--- config.mk ---
export PLATFORM = sky130hd
export DESIGN_NAME = gray_counter
export DESIGN_NICKNAME = d
export VERILOG_FILES = /design/src/rtl/gray_pkg.sv /design/src/rtl/gray_conv.sv /design/src/rtl/gray_counter.sv
export SDC_FILE = /design/constraint.sdc
export NUM_CORES = 1
export LEC_CHECK = 0
export ABC_AREA = 1
export CAP_MARGIN = 5
export CORE_UTILIZATION = 47
export CTS_CLUSTER_DIAMETER = 40
export DETAILED_ROUTE_END_ITERATION = 7
export GPL_ROUTABILITY_DRIVEN = 0
export MAX_ROUTING_LAYER = met4
export PLACE_DENSITY = 0.85
export SETUP_SLACK_MARGIN = 0.05
export SYNTH_ARGS = -nofsm -noshare
export SYNTH_HDL_FRONTEND = slang
export SYNTH_SLANG_ARGS = --single-unit
export TNS_END_PERCENT = 50
--- constraint.sdc ---
create_clock -name clk -period 2.4 [get_ports clk]
set_input_delay 0.24 -clock clk [delete_from_list [all_inputs] [get_ports clk]]
set_output_delay 0.24 -clock clk [all_outputs]
set_load 0.02 [all_outputs]
--- src/rtl/gray_pkg.sv ---
// rtl/gray_pkg.sv - shared widths, load-format enum and bin/gray conversion functions
package gray_pkg;

  localparam int GRAY_DEFAULT_WIDTH = 4;
  localparam int GRAY_MAX_WIDTH     = 32;

  // Widest word the helpers handle; narrower callers zero-extend in and truncate out.
  // Zero upper bits change neither conversion's lower bits.
  typedef logic [GRAY_MAX_WIDTH-1:0] gray_word_t;

  typedef enum logic {
    FMT_BIN  = 1'b0,
    FMT_GRAY = 1'b1
  } load_fmt_e;

  function automatic gray_word_t bin2gray(input gray_word_t value);
    return value ^ (value >> 1);
  endfunction

  // Each binary bit is the XOR of every Gray bit at or above it, taken from the MSB down.
  function automatic gray_word_t gray2bin(input gray_word_t value);
    gray_word_t result;
    result = '0;
    result[GRAY_MAX_WIDTH-1] = value[GRAY_MAX_WIDTH-1];
    for (int i = GRAY_MAX_WIDTH - 2; i >= 0; i--) begin
      result[i] = result[i+1] ^ value[i];
    end
    return result;
  endfunction

endpackage

--- src/rtl/gray_conv.sv ---
// rtl/gray_conv.sv - combinational bin<->gray converter; mode selects the format of din
module gray_conv
  import gray_pkg::*;
#(
  parameter int WIDTH = GRAY_DEFAULT_WIDTH
) (
  input  load_fmt_e        mode,
  input  logic [WIDTH-1:0] din,
  output logic [WIDTH-1:0] dout
);

  // mode = FMT_BIN: din is binary, dout is its Gray code.
  // mode = FMT_GRAY: din is Gray, dout is its binary value.
  always_comb begin
    dout = '0;
    if (mode == FMT_GRAY) begin
      dout = WIDTH'(gray2bin(GRAY_MAX_WIDTH'(din)));
    end else begin
      dout = WIDTH'(bin2gray(GRAY_MAX_WIDTH'(din)));
    end
  end

endmodule

--- src/rtl/gray_counter.sv ---
// rtl/gray_counter.sv - registered Gray/binary up/down counter with load and wrap pulse (GRAY_COUNTER_SAT_EN selects saturation)
module gray_counter
  import gray_pkg::*;
#(
  parameter int WIDTH             = GRAY_DEFAULT_WIDTH,
  parameter int LOAD_GRAY_DEFAULT = 0
) (
  input  logic             clk,
  input  logic             reset,
  input  logic             en,
  input  logic             up,
  input  logic             load,
  input  logic             load_fmt,
  input  logic [WIDTH-1:0] din,
  output logic [WIDTH-1:0] gray,
  output logic [WIDTH-1:0] bin,
  output logic             wrap,
  output logic [WIDTH-1:0] changed
);

  logic [WIDTH-1:0] bin_q, gray_q, changed_q;
  logic             wrap_q;

  logic [WIDTH-1:0] bin_n, gray_n, changed_n;
  logic             wrap_n;

  load_fmt_e        conv_mode;
  logic [WIDTH-1:0] conv_out;
  logic [WIDTH-1:0] load_bin, load_gray;

  logic [WIDTH-1:0] step_bin, step_gray;
  logic             at_boundary;

  // A nonzero LOAD_GRAY_DEFAULT makes din Gray even when load_fmt is tied low,
  // so a harness that never drives load_fmt can still load Gray values.
  assign conv_mode = (load_fmt || (LOAD_GRAY_DEFAULT != 0)) ? FMT_GRAY : FMT_BIN;

  gray_conv #(
    .WIDTH (WIDTH)
  ) u_load_conv (
    .mode (conv_mode),
    .din  (din),
    .dout (conv_out)
  );

  // din supplies one representation of the load value; the converter supplies the other.
  assign load_bin  = (conv_mode == FMT_GRAY) ? conv_out : din;
  assign load_gray = (conv_mode == FMT_GRAY) ? din      : conv_out;

  assign step_bin    = up ? (bin_q + WIDTH'(1)) : (bin_q - WIDTH'(1));
  assign step_gray   = WIDTH'(bin2gray(GRAY_MAX_WIDTH'(step_bin)));
  assign at_boundary = up ? (&bin_q) : (bin_q == '0);

  // Next-state selection: load beats count; idle holds the count and clears the pulses.
  always_comb begin
    bin_n     = bin_q;
    gray_n    = gray_q;
    wrap_n    = 1'b0;
    changed_n = '0;
    if (load) begin
      bin_n     = load_bin;
      gray_n    = load_gray;
      changed_n = gray_q ^ load_gray;
    end else if (en) begin
`ifdef GRAY_COUNTER_SAT_EN
      if (at_boundary) begin
        wrap_n = 1'b1;
      end else begin
        bin_n     = step_bin;
        gray_n    = step_gray;
        changed_n = gray_q ^ step_gray;
      end
`else
      bin_n     = step_bin;
      gray_n    = step_gray;
      wrap_n    = at_boundary;
      changed_n = gray_q ^ step_gray;
`endif
    end
  end

  // State register; reset overrides any concurrent load or count.
  always_ff @(posedge clk) begin
    if (reset) begin
      bin_q     <= '0;
      gray_q    <= '0;
      wrap_q    <= 1'b0;
      changed_q <= '0;
    end else begin
      bin_q     <= bin_n;
      gray_q    <= gray_n;
      wrap_q    <= wrap_n;
      changed_q <= changed_n;
    end
  end

  assign gray    = gray_q;
  assign bin     = bin_q;
  assign wrap    = wrap_q;
  assign changed = changed_q;

endmodule

Word-level counts from Yosys, hierarchy flattened --
Index checks and enable logic that the tools add are counted.
Storage, ports and cells: bits in registers 13, bits of input ports 10, word-level logic and storage cells 30
Cells by class: add/subtract/negate cells 2, muxes and demuxes 12, bitwise logic cells 8, reduce and logical (&&, ||, !) cells 4
Operator list (number):
- 2-to-1 mux 4 bit | 10
- bitwise XOR 4 x 3 -> 4 bit | 2
- bitwise XOR 4 bit | 2
- adder 4 x 1 -> 4 bit (second input constant) | 1
- zero test 4 bit | 1
- AND reduction 4 bit | 1
- subtractor 4 x 1 -> 4 bit (second input constant) | 1
- OR reduction 3 bit | 1
- bitwise XOR 1 bit | 3
- 2-to-1 mux 1 bit | 2
- nonzero test 2 bit | 1
- inverter 1 bit | 1

Longest topological paths before layout --
Gate-level depths: netlist (run 1).
word-level depth 7, gate-level depth with buffers 11, mapped depth without buffers 11

Hierarchy --
From an unflattened synthesis (run 1), not the netlist that was laid out.
Unflattened totals: cells, all modules 158, area total of the unflattened synthesis 1031.0 µm²
Modules (own cells, without submodules):
- gray_counter | times used 1, cells an instance 138, area each 933.4 µm², seq. area each 260.2 µm²
- gray_conv | times used 1, cells an instance 20, area each 97.6 µm², seq. area each 0.0 µm²

Worst setup path after synthesis (run 1) --
OpenSTA, ideal clock, no wires.
path type reg-to-reg, start point reg bin_q[0], in the netlist bin[0], end point reg changed_q[1], in the netlist changed[1], library setup time 129 ps, data arrival time 1732 ps, required time 2271 ps, slack 539 ps, cell stages (with the launch flop) 9, buffers on the path 0, clock period less this slack 1861 ps, path through dfxtp_1 > inv_1 > fa_1 > or2_1 > nand2_2 > xor2_2 > nand2_1 > nand3_2 > a21oi_2
Between the ends: word-level cells in the longest chain between the ends 6, elaborated cells on any way between the ends 7, classes of those cells 2 x add/sub; 3 x mux; 2 x bitwise
Ends and longest elaborated chain:
- from (decl) | RTL line gray_counter.sv:21 | logic [WIDTH-1:0] bin_q, gray_q, changed_q;
- from (signal assigned) | RTL line gray_counter.sv:90 | bin_q <= bin_n;
- subtractor 4 x 1 -> 4 bit / adder 4 x 1 -> 4 bit (equally long branches) | RTL line gray_counter.sv:50 | assign step_bin = up ? (bin_q + WIDTH'(1)) : (bin_q - WIDTH'(1));
- 2-to-1 mux 4 bit * | RTL line gray_counter.sv:50
- bitwise XOR 4 x 3 -> 4 bit * | RTL line gray_pkg.sv:17 | return value ^ (value >> 1);
- bitwise XOR 4 bit * | RTL line gray_counter.sv:77 | changed_n = gray_q ^ step_gray;
- 2-to-1 mux 4 bit * | RTL line gray_counter.sv:64 | end else if (en) begin
- 2-to-1 mux 4 bit * | RTL line gray_counter.sv:60 | if (load) begin
- to (signal assigned) | RTL line gray_counter.sv:93 | changed_q <= changed_n;
- to (decl) | RTL line gray_counter.sv:21
Mark *: on every way between the ends. The rest lies on a longest branch, timed or not. A chain may end at the register's enable or synchronous reset.

Final worst setup path (run 1) --
Same ends and word-level chain as after synthesis.

==> results.toml, run 1 <==
[layout]
diodes = 0
syn_to_final_growth_pct = 32.4
final_area_mm2 = 0.00113
drive_gt1_share_pct = 7.84
final_nets = 167

[routing]
dr.pass1.iters = 6
avgViaCountPerCell = 5.26
drc = 0
vias = 937
avgRoutedWirePerCell_um = 11.7
ant_nets = 0
drt-initial-drc-count = 33
routed_wirelength_um = 2080

[synth]
ys_async_sr_fraction_pct = 0
synth_area_um2 = 853
yosysUniqueCellTypes = 26
yosys.area_share.adder_pct = 5.28
synth_common_cells = "29 x nand2_1, 21 x inv_1, 14 x a21oi_1"
synth_top_area_cell = "dfxtp_1"
ys_seq_area_share_pct = 28.2
synthXorXnorAreaFrac_pct = 7.92
synth_top_area_share_pct = 28.2
synth_edf_count = 0
avgSynthCellArea_um2 = 6.61
synth_top_family_by_area = "simple AND/OR/NAND/NOR gates"
synthMuxAreaShare_pct = 0
yosysMostFrequentCell = "nand2_1"
synth-compound-area-share_pct = 20.5
yosys-top-cells-area = "dfxtp_1 28%, nand2_1 13%, inv_1 9.2%, a21oi_1 8.2%, o21ai_0 5.9%"
ys.flop_type = "dfxtp_1"
synthSimpleGateAreaFrac_pct = 27.1
syn-num-nets = 142
ys_ff_latch = 12
synthCells = 129
yosysWarnings = 0

[timing]
min_period_ps = 1950
tightest_slew_ps = 429
setup_viol = 0
slew_headroom_pct = 71.3
finalMaxSlewViolations = 0
skew_ps = 9.56
setup_ws_ps = 452
rsz0062_at_grt = "no"
setup_tns_ps = 0
hold_viol = 0
fin_crit_sh_pct = 81.2
clock.fmax_mhz = 513

[critical_path]
cpMostUsedCell = "nand2_2"
worstPathMaxFanout = 6
max_stage_delay_ps = 450
critical_path_buf_inv_count = 2
cp.arrival_ps = 2160
worstPathRequired_ps = 2610
crit_type = "reg2reg"
path_cells = "inv_1 -> fa_1 -> or2_1 -> nand2_2 -> xor2_2 -> inv_2 -> nand2_2 -> nand3_2 -> a21oi_2"
slowest_stage = "dfxtp_1"
cp-end-kind = "flip-flop"
critPathTopFamily = "simple AND/OR/NAND/NOR gates"
critPathLaunchType = "flip-flop"

[pwr]
ir_worst_vdd_mv = 0.313
p_switching_w = 0.000250
power_frac_comb_pct = 39.2
internal-power_w = 0.000424
leakage_nw = 0.509
p_sw_share_pct = 37.1
pwr-share-seq_pct = 35.1
power_frac_clock_pct = 25.7
power_per_cell_area_mw_per_mm2 = 596

[clocking]
postCtsSetupBuffers = 0
cts.repair.resized = 0
clockRootBuffer = "clkbuf_4"
hold_buffers = 0
h-tree-depth = 1
path_clk_slew_ps = 90
cts_tree = "yes"
cts.sinks = 12
clock_path_buffers = 2
cts_made_buffers = 3
clk-insertion-delay-late_ps = 290

[die]
die_width_um = 44.6
coreArea_mm2 = 0.00171
die_y_um = 44.6
die-area_mm2 = 0.00199
ios = 23
num_rows = 15
initial_core_util_pct = 50.0

[global_routing]
grt_overflow_total = 0
grt_max_degree = 10
grt_pass1_wl_um = 3370
grt_pass1_vias = 852
antenna_found_initial = 0
grt_usage_pct = 23.4

[placed_design]
io_buffers = 22
dpl-instance-area_mm2 = 0.00109
preCtsSetupSlack_ps = 207
hpwl_um = 1570

[status]
status = "finished, final reports clean"

[run]
cap_violations = 0

[min_path]
hp-class = "reg2reg"
## final timing paths
kind | start | endpoint | slack, ps | cells after the start
setup reg to reg | bin[0] | changed[1] | 450 | 9
setup / recovery | bin[0] | changed[1] | 450 | 9
hold / removal | gray[2] | gray[2] | 530 | 2
hold reg to reg | gray[2] | gray[2] | 530 | 2
## layer usage
layer | vias up | part of all wire (%) | track usage, %
met2 | 38 | 51 | 38.8
met5 | - | 0 | -
met4 | 0 | 2.4 | 12.1
met3 | 6 | 4.3 | 1.22
li1 | 469 | - | -
met1 | 424 | 43 | 28.6
## worst min-delay path, delay by kind of cell (launching register included)
kind               cells  cell delay, ps
AOI/OAI and AO/OA      1              80
DFF                    1             330
and+or+nand+nor        1              70
## per-stage QoR
step                      hold WS, ps  util, %  power (W)  cells
final                             530     66.2   0.000674    178
after detailed placement          505     64.0   0.000501    174
after floorplan                   380        -   0.000410    129
after global placement            496     64.0   0.000494    174
after CTS                         520     66.2   0.000668    178
after global routing              566     66.2   0.000712    178
## power by group through the flow
stage / sequential [W] / combinational [W] / clock [W]
after floorplan: 0.000263 / 0.000148 / 0
after global placement: 0.000240 / 0.000254 / 0
after detailed placement: 0.000241 / 0.000260 / 0
after CTS: 0.000236 / 0.000262 / 0.000170
after global routing: 0.000239 / 0.000289 / 0.000184
final: 0.000236 / 0.000264 / 0.000173
## flip-flops by register name, indices dropped and copies added (netlist names)
name and flops:
wrap 1, gray 3, changed 4, bin 4
## placed cells by master (no fill, tap or decap), drive strengths merged
master	instances
clkbuf	4
a22oi	1
ha	2
nand4	1
xor2	5
or4	1
and2	1
nor2	6
xnor2	1
fa	1
o21ai	10
a21oi	15
o211ai	1
or2	1
clkdlybuf4s50	22
inv	22
nand3	10
o22ai	3
a31oi	2
dfxtp	12
nand2	32
## cells by family (layout without fill, tap and decap cells)
group,count (synthesis),count (layout)
xor gates and xnor gates,6,6
buffers and inverters,24,48
and+or+nand+nor,52,52
adders and majority gates,3,3
DFF,12,12
AOI/OAI and AO/OA,32,32
## final cells by class
type | count | area (µm²)
tap | 25 | 31.3
clock buffer | 4 | 36.3
inverter | 22 | 82.6
sequential | 12 | 240
fill | 143 | 578
multi-input combinational | 93 | 519
timing repair buffer | 22 | 220
No activity file was read; power rests on OpenSTA's default activity.
==> run 2, diff against run 1 <==
--- a/config.mk
+++ b/config.mk
@@ -7,12 +7,12 @@
 export LEC_CHECK = 0
 export ABC_AREA = 1
 export CAP_MARGIN = 5
-export CORE_UTILIZATION = 47
+export CORE_UTILIZATION = 42
 export CTS_CLUSTER_DIAMETER = 40
 export DETAILED_ROUTE_END_ITERATION = 7
 export GPL_ROUTABILITY_DRIVEN = 0
 export MAX_ROUTING_LAYER = met4
-export PLACE_DENSITY = 0.85
+export PLACE_DENSITY = 0.81
 export SETUP_SLACK_MARGIN = 0.05
 export SYNTH_ARGS = -nofsm -noshare
 export SYNTH_HDL_FRONTEND = slang
==> constraint.sdc (replaced) <==
create_clock -name clk -period 1.75 [get_ports clk]
set_input_delay 0.175 -clock clk [delete_from_list [all_inputs] [get_ports clk]]
set_output_delay 0.175 -clock clk [all_outputs]
set_load 0.02 [all_outputs]
==> run 2 against run 1 <==
  * Clock skew fell by 1.5 ps
  * Fmax rose by 17%
  * Worst hold slack got worse by 15 ps
  * Largest cell class unchanged
  * Largest power group unchanged
==> results.toml, run 2 (same netlist as run 1, synthesis figures left out) <==
[status]
status = "finished, final reports clean"

[timing]
min_period_ps = 1670
setup_tns_ps = 0
setup_viol = 0
finalMaxSlewViolations = 0
rsz0062_at_grt = "yes"
skew_ps = 8.02
hold_viol = 0
tightest_slew_ps = 380
slew_headroom_pct = 74.4
fin_crit_sh_pct = 95.3
clock.fmax_mhz = 600
whs_ps = 515

[layout]
diodes = 0
drive_gt1_share_pct = 24.1
final_area_mm2 = 0.00131
post_layout_nonfiller_instances = 191
multiInputGateArea_um2 = 592
layout.cells.most_common_list = "28 x nand2_1, 21 x clkdlybuf4s50_1, 19 x inv_1"
final_common_cell = "nand2_1"
final_nets = 180
nFillCells = 157
syn_to_final_growth_pct = 53.2
regArea_um2 = 246

[die]
coreArea_mm2 = 0.00182
die_y_um = 47.1
initial_core_util_pct = 46.9
die_width_um = 47.1
die-area_mm2 = 0.00222
ios = 23
num_rows = 15

[routing]
drc = 0
drt-initial-drc-count = 36
ant_nets = 0
avgRoutedWirePerCell_um = 12.7
routed_wirelength_um = 2420
dr.pass1.iters = 4
vias = 1003
avgViaCountPerCell = 5.25

[critical_path]
r2r-end = "changed[1]"
worstPathMaxFanout = 4
cp-end-kind = "flip-flop"
critPathLaunchType = "flip-flop"
r2r_cells = 9
crit_type = "reg2reg"
rrSetupSlack_ps = 80
crit_start = "bin[0]"
endpoint = "changed[1]"
r2r-start = "bin[0]"
worstPathRequired_ps = 1960
cp.arrival_ps = 1870

[pwr]
power_per_cell_area_mw_per_mm2 = 782
leakage_nw = 0.587
internal-power_w = 0.000646
power_frac_comb_pct = 46.3
ir_worst_vdd_mv = 0.642
power_frac_clock_pct = 22.1
p_sw_share_pct = 36.8
pwr-share-seq_pct = 31.5
p_switching_w = 0.000376

[run]
cap_violations = 0

[clocking]
cts.sinks = 12
cts_made_buffers = 3
clock_path_buffers = 2
hold_buffers = 0
clockRootBuffer = "clkbuf_4"
cts_tree = "yes"
clk-insertion-delay-late_ps = 280
h-tree-depth = 1
path_clk_slew_ps = 80

[global_routing]
grt_pass1_vias = 932
grt_usage_pct = 25.9
grt_max_degree = 9
grt_pass1_wl_um = 3820
antenna_found_initial = 0
grt_overflow_total = 0

[placed_design]
io_buffers = 22
dp_cells = 184
dpl-instance-area_mm2 = 0.00117
hpwl_um = 1770

[min_path]
hp-class = "in2reg"
min_from = "load_fmt"
==> run 2: timing repair <==
| item | CTS | global route |
|---|---|---|
| pin swaps | 3 | 3 |
| endpoints found under the setup margin | 3 | 4 |
| setup buffers | 2 | 1 |
| resized for setup | 4 | 14 |
==> run 2: stage by stage <==
step	setup WS, ps	utilization, %	power [W]
final	83.0	71.8	0.00102
after global routing	14.2	71.8	0.00109
after CTS	58.5	68.0	0.000964
after detailed placement	-359	64.5	0.000714
after global placement	-242	64.5	0.000699
after floorplan	57.1	-	0.000564
==> run 2: how the worst min path moves through the flow <==
stage                            end  slack (ps)  cells past startpoint
after detailed placement     gray[2]         510                      2
after global placement       gray[2]         510                      2
after CTS                 changed[3]         520                      5
final                         bin[0]         520                      3
after floorplan               bin[0]         310                      2
after global routing          bin[0]         560                      3
==> run 2: worst max-delay path: stages (launching register included) <==
cell and delay [ps]:
dfxtp_4 360, inv_4 40, fa_2 360, or2_4 270
nand2_8 90, xor2_4 180, inv_2 50, nand2_2 50
nand3_2 60, a21oi_2 130
==> run 2: routing by layer <==
metal	GRT usage, %	part of all wire, %	up-vias
met2	45.3	49	49
met4	9.14	2.5	0
li1	-	-	499
met1	28.0	40	447
met3	6.92	8.3	8
met5	-	0	-
==> run 2: final cells by class <==
class | count | share of cell area, %
Inverter | 22 | 6.51
Multi-Input combinational cell | 93 | 45.3
Clock buffer | 4 | 2.78
Tap cell | 25 | 2.39
Timing Repair Buffer | 35 | 24.2
Sequential cell | 12 | 18.9
==> run 2: power by group through the flow <==
stage	clock network, W	logic (W)	registers (W)
2_1_floorplan	0	0.000203	0.000361
3_3_place_gp	0	0.000373	0.000326
3_5_place_dp	0	0.000386	0.000328
4_1_cts	0.000229	0.000413	0.000322
5_1_grt	0.000246	0.000514	0.000326
6_report	0.000226	0.000474	0.000323
